--- config.mk ---
export PLATFORM = sky130hd
export DESIGN_NAME = bus_arbiter
export DESIGN_NICKNAME = d
export VERILOG_FILES = /design/src/rtl/bus_arbiter.sv
export SDC_FILE = /design/constraint.sdc
export NUM_CORES = 1
export LEC_CHECK = 0
export BUFFER_PORTS_ARGS = -buffer_cell sky130_fd_sc_hd__buf_2
export CAP_MARGIN = 30
export CORE_MARGIN = 2
export CORE_UTILIZATION = 55
export DETAILED_ROUTE_END_ITERATION = 16
export GPL_TIMING_DRIVEN = 1
export PLACE_DENSITY = 0.77
export REMOVE_ABC_BUFFERS = 1
export SYNTH_ARGS = -nofsm -noshare
export SYNTH_HDL_FRONTEND = slang
export SYNTH_SLANG_ARGS = --single-unit
--- constraint.sdc ---
create_clock -name clk -period 2.3 [get_ports clk]
set_clock_uncertainty 0.1 [all_clocks]
set_input_delay 0.115 -clock clk [delete_from_list [all_inputs] [get_ports clk]]
set_output_delay 0.115 -clock clk [all_outputs]
set_load 0.02 [all_outputs]
--- src/rtl/bus_arbiter.sv ---
// Two-master bus arbiter with split-transaction parking, resume re-grant and split timeout.
// All outputs are registered; grants always pass through IDLE between owners.
module bus_arbiter #(
    parameter logic        FIRST_PRIO    = 1'b0,
    parameter int unsigned SPLIT_TIMEOUT = 255,
    parameter int unsigned TOUT_W        = 8
) (
    input  logic clk,
    input  logic rstn,
    input  logic breq1,
    input  logic breq2,
    input  logic ssplit,
    input  logic split_resume,
    output logic bgrant1,
    output logic bgrant2,
    output logic msel,
    output logic msplit1,
    output logic msplit2,
    output logic split_grant,
    output logic split_abort
);

    typedef enum logic [1:0] {
        StIdle = 2'd0,
        StOwn1 = 2'd1,
        StOwn2 = 2'd2
    } state_e;

    state_e            state_q, state_d;
    logic              last_q, last_d;
    logic              split_pending_q, split_pending_d;
    logic              split_owner_q, split_owner_d;
    logic              resume_pend_q, resume_pend_d;
    logic [TOUT_W-1:0] tout_cnt_q, tout_cnt_d;
    logic              msplit1_q, msplit1_d;
    logic              msplit2_q, msplit2_d;
    logic              msel_q, msel_d;
    logic              split_grant_q, split_grant_d;
    logic              split_abort_q, split_abort_d;

    logic elig1, elig2, resume_req, counting, timeout_hit;

    assign elig1      = breq1 & ~msplit1_q;
    assign elig2      = breq2 & ~msplit2_q;
    assign resume_req = (split_resume | resume_pend_q) & split_pending_q;
    // A resume seen this cycle (or already latched) freezes the timeout.
    assign counting   = (SPLIT_TIMEOUT != 0) && split_pending_q && !resume_pend_q && !split_resume;
    assign timeout_hit = counting && (tout_cnt_q == TOUT_W'(SPLIT_TIMEOUT - 1));

    always_comb begin
        state_d         = state_q;
        last_d          = last_q;
        split_pending_d = split_pending_q;
        split_owner_d   = split_owner_q;
        resume_pend_d   = resume_pend_q;
        tout_cnt_d      = tout_cnt_q;
        msplit1_d       = msplit1_q;
        msplit2_d       = msplit2_q;
        msel_d          = msel_q;
        split_grant_d   = 1'b0;
        split_abort_d   = 1'b0;

        if (timeout_hit) begin
            split_pending_d = 1'b0;
            msplit1_d       = 1'b0;
            msplit2_d       = 1'b0;
            tout_cnt_d      = '0;
            split_abort_d   = 1'b1;
        end else if (counting) begin
            tout_cnt_d = tout_cnt_q + 1'b1;
        end

        if (state_q != StIdle && split_resume && split_pending_q) begin
            resume_pend_d = 1'b1;
        end

        unique case (state_q)
            StIdle: begin
                if (resume_req) begin
                    state_d         = split_owner_q ? StOwn2 : StOwn1;
                    msel_d          = split_owner_q;
                    split_grant_d   = 1'b1;
                    split_pending_d = 1'b0;
                    resume_pend_d   = 1'b0;
                    msplit1_d       = 1'b0;
                    msplit2_d       = 1'b0;
                end else if (elig1 && elig2) begin
                    state_d = last_q ? StOwn1 : StOwn2;
                    msel_d  = ~last_q;
                    last_d  = ~last_q;
                end else if (elig1) begin
                    state_d = StOwn1;
                    msel_d  = 1'b0;
                    last_d  = 1'b0;
                end else if (elig2) begin
                    state_d = StOwn2;
                    msel_d  = 1'b1;
                    last_d  = 1'b1;
                end
            end
            StOwn1: begin
                // A split takes precedence over a simultaneous release.
                if (ssplit && !split_pending_q) begin
                    state_d         = StIdle;
                    split_pending_d = 1'b1;
                    split_owner_d   = 1'b0;
                    msplit1_d       = 1'b1;
                    tout_cnt_d      = '0;
                end else if (!breq1) begin
                    state_d = StIdle;
                end
            end
            StOwn2: begin
                if (ssplit && !split_pending_q) begin
                    state_d         = StIdle;
                    split_pending_d = 1'b1;
                    split_owner_d   = 1'b1;
                    msplit2_d       = 1'b1;
                    tout_cnt_d      = '0;
                end else if (!breq2) begin
                    state_d = StIdle;
                end
            end
            default: state_d = StIdle;
        endcase
    end

    always_ff @(posedge clk) begin
        if (!rstn) begin
            state_q         <= StIdle;
            last_q          <= ~FIRST_PRIO;
            split_pending_q <= 1'b0;
            split_owner_q   <= 1'b0;
            resume_pend_q   <= 1'b0;
            tout_cnt_q      <= '0;
            msplit1_q       <= 1'b0;
            msplit2_q       <= 1'b0;
            msel_q          <= 1'b0;
            split_grant_q   <= 1'b0;
            split_abort_q   <= 1'b0;
        end else begin
            state_q         <= state_d;
            last_q          <= last_d;
            split_pending_q <= split_pending_d;
            split_owner_q   <= split_owner_d;
            resume_pend_q   <= resume_pend_d;
            tout_cnt_q      <= tout_cnt_d;
            msplit1_q       <= msplit1_d;
            msplit2_q       <= msplit2_d;
            msel_q          <= msel_d;
            split_grant_q   <= split_grant_d;
            split_abort_q   <= split_abort_d;
        end
    end

    assign bgrant1     = (state_q == StOwn1);
    assign bgrant2     = (state_q == StOwn2);
    assign msel        = msel_q;
    assign msplit1     = msplit1_q;
    assign msplit2     = msplit2_q;
    assign split_grant = split_grant_q;
    assign split_abort = split_abort_q;

endmodule

==> metrics.yaml <==
synth:
  ys.flop_type: "dfxtp_1"
  syn_area_per_cell_um2: 8.90
  ys_seq_area_share_pct: 39.2
  netlist_area_um2: 970
  post-synth-top-area-cell: "dfxtp_1"
  yosysMostFrequentCell: "dfxtp_1"
  synthCells: 109
  async_reset_ff_share_pct: 0
  synth_common_cells: "dfxtp_1 (19), nor2_1 (15), inv_1 (8), nand2_1 (8)"
  ys.warnings.count: 0
  ys_ff_latch: 19
  synth.distinct_cells: 36
  yosysTopAreaCellShare_pct: 39.2
  yosys-top-cells-area: "dfxtp_1 (39%), ha_1 (7.7%), nor2_1 (5.8%)"
  synth_edf_count: 0
route:
  drcViolationCount: 0
  vias_per_cell: 5.94
  drt_pass1_iterations: 4
  wl_met2_um: 870
  via_count: 837
  drtIter0Drc: 25
  detail-route-antenna-nets: 0
  highest_layer: "met4"
  wl_met3_um: 111
  routedWlPerCell_um: 14.0
  drt_wl_total_um: 1970
  wl_met1_um: 960
layout:
  multi_input_area_um2: 533
  diodes: 0
  drive_gt1_share_pct: 16.1
  area.growth.synth_to_final_pct: 9.81
  fillCellCount: 146
  nets: 137
  final_area_um2: 1060
  seq_area_um2: 380
  utilization_pct: 63.0
clock_tree:
  postCtsSetupRepairBufs: 0
  path_clk_slew_ns: 0.11
  clock-sinks: 19
  tritoncts: "yes"
  clock_latency_ns: 0.30
  cts_buffers: 3
  max-clock-path-buffers: 2
  cts_root_buffer: "clkbuf_4"
  cts_max_level: 1
setup_path:
  critPathArrivalTime_ns: 1.87
  path_max_fanout: 11
  crit_chain: "nor3b_4 > nand3_1 > nand3b_1 > nor2_1"
  rr_worst_depth: 4
  startpoint: "split_pending_q"
  end_kind: "flip-flop"
  cp.required_ns: 2.39
  r2r_end: "tout_cnt_q[6]"
  worst-setup-path-type: "flip-flop to flip-flop"
  start_kind: "flip-flop"
  reg2reg_from: "split_pending_q"
  slowest_stage: "dfxtp_1"
  rrSetupSlack_ns: 0.51
  slowest_delay_ns: 0.48
placement:
  dp_hpwl_um: 1420
  portBuffers: 12
  post-place-ws_ns: 0.559
  gp_congestion: 0.858
  place_area_um2: 1030
global_routing:
  antenna_found_initial: 0
  grt_max_degree: 12
  grt_pass1_vias: 741
  overflow: 0
  grt_pass1_wl_um: 3270
  grt_usage_pct: 21.9
floorplanning:
  dieArea_um2: 2120
  die_w_um: 46.0
  die_h_um: 46.0
  fp-row-count: 15
  coreArea_um2: 1690
  io_pins: 13
  initial_core_util_pct: 57.4
min_path:
  min_path_cells: 3
  whs_endpoint: "resume_pend_q"
  worstHoldPathType: "primary input to flip-flop"
  hp-start: "split_resume"
timing:
  worstMarginPinSlew_ns: 0.456
  setup_ws_ns: 0.515
  finalSetupViolCount: 0
  rsz0062_at_grt: "no"
  relSlewSlack_pct: 69.6
  period_share_pct: 77.6
  maxSlewViolCount: 0
  finalCriticalPeriod_ns: 1.79
  max_freq_ghz: 0.560
  tns_ns: 0
  final_hold_viol_count: 0
power:
  p_leak_nw: 0.453
  total_power_w: 0.000874
  peakVddDrop_mv: 0.670
  power_density_nw_per_um2: 821
run_status:
  status: "complete, no violations"
job:
  max_cap_violations: 0
-- placed cells by master (no fill, tap or decap), drive strengths merged, types with 2 or more instances in the layout --
cell    count
nand4       3
and3        3
xor2        6
nor3        2
nand3       3
nor2       15
inv         8
dfxtp      19
a211oi      2
nand2       8
ha          6
o21ai       6
buf        12
clkbuf      4
a21oi       5
and2b       2
-- cell families after synthesis --
logic type	count (synthesis)	share of synthesized area, %
AOI/OAI and AO/OA	25	18.6
xor gates and xnor gates	7	6.32
adders and majority gates	6	7.74
buffers and inverters	11	5.81
DFF	19	39.2
muxes	1	1.03
and+or+nand+nor	40	21.3
-- final cells by class --
type / count / area share (%)
sequential: 19 / 35.7
tap: 17 / 2.00
multi-input combinational: 79 / 50.1
clock buffer: 4 / 2.47
inverter: 9 / 3.17
timing repair buffer: 13 / 6.58
-- flip-flops by register name, summed over array words and instances (netlist names) --
signal / flops
split_grant: 1
tout_cnt_q: 8
msplit2: 1
last_q: 1
resume_pend_q: 1
split_pending_q: 1
split_abort: 1
msplit1: 1
msel: 1
split_owner_q: 1
state_q: 2
-- how the worst max path moves through the flow --
stage	to	cells after the start	slack (ns)
6_report	tout_cnt_q[6]	4	0.51
3_5_place_dp	tout_cnt_q[6]	4	0.56
5_1_grt	tout_cnt_q[7]	4	0.35
4_1_cts	tout_cnt_q[6]	4	0.53
2_1_floorplan	tout_cnt_q[0]	4	0.77
3_3_place_gp	tout_cnt_q[3]	4	0.61
-- routing by layer --
metal,GRT usage (%),vias up
li1,-,410
met3,4.76,3
met4,10.3,0
met2,31.7,32
met5,0,-
met1,30.7,392
-- report_power, final --
group	switching, W	internal [W]
clock	0.000102	0.0000677
sequential	0.0000334	0.000367
combinational	0.000189	0.000115
total	0.000324	0.000550
-- stage by stage --
stage	hold slack (ns)	instances
4_1_cts	0.0897	141
3_5_place_dp	0.288	136
6_report	0.0962	141
5_1_grt	0.0952	141
3_3_place_gp	0.258	136
2_1_floorplan	0.106	107
-- repair_timing --
action,4_1_cts,5_1_grt
resized for setup,0,0
hold buffers,1,0
hold endpoints to repair,1,0
-- critical path: cells and delay by family, from the launching register on --
family	cells	cell delay, ns
and+or+nand+nor	4	1.09
DFF	1	0.48
(Power assumes the default switching activity.)
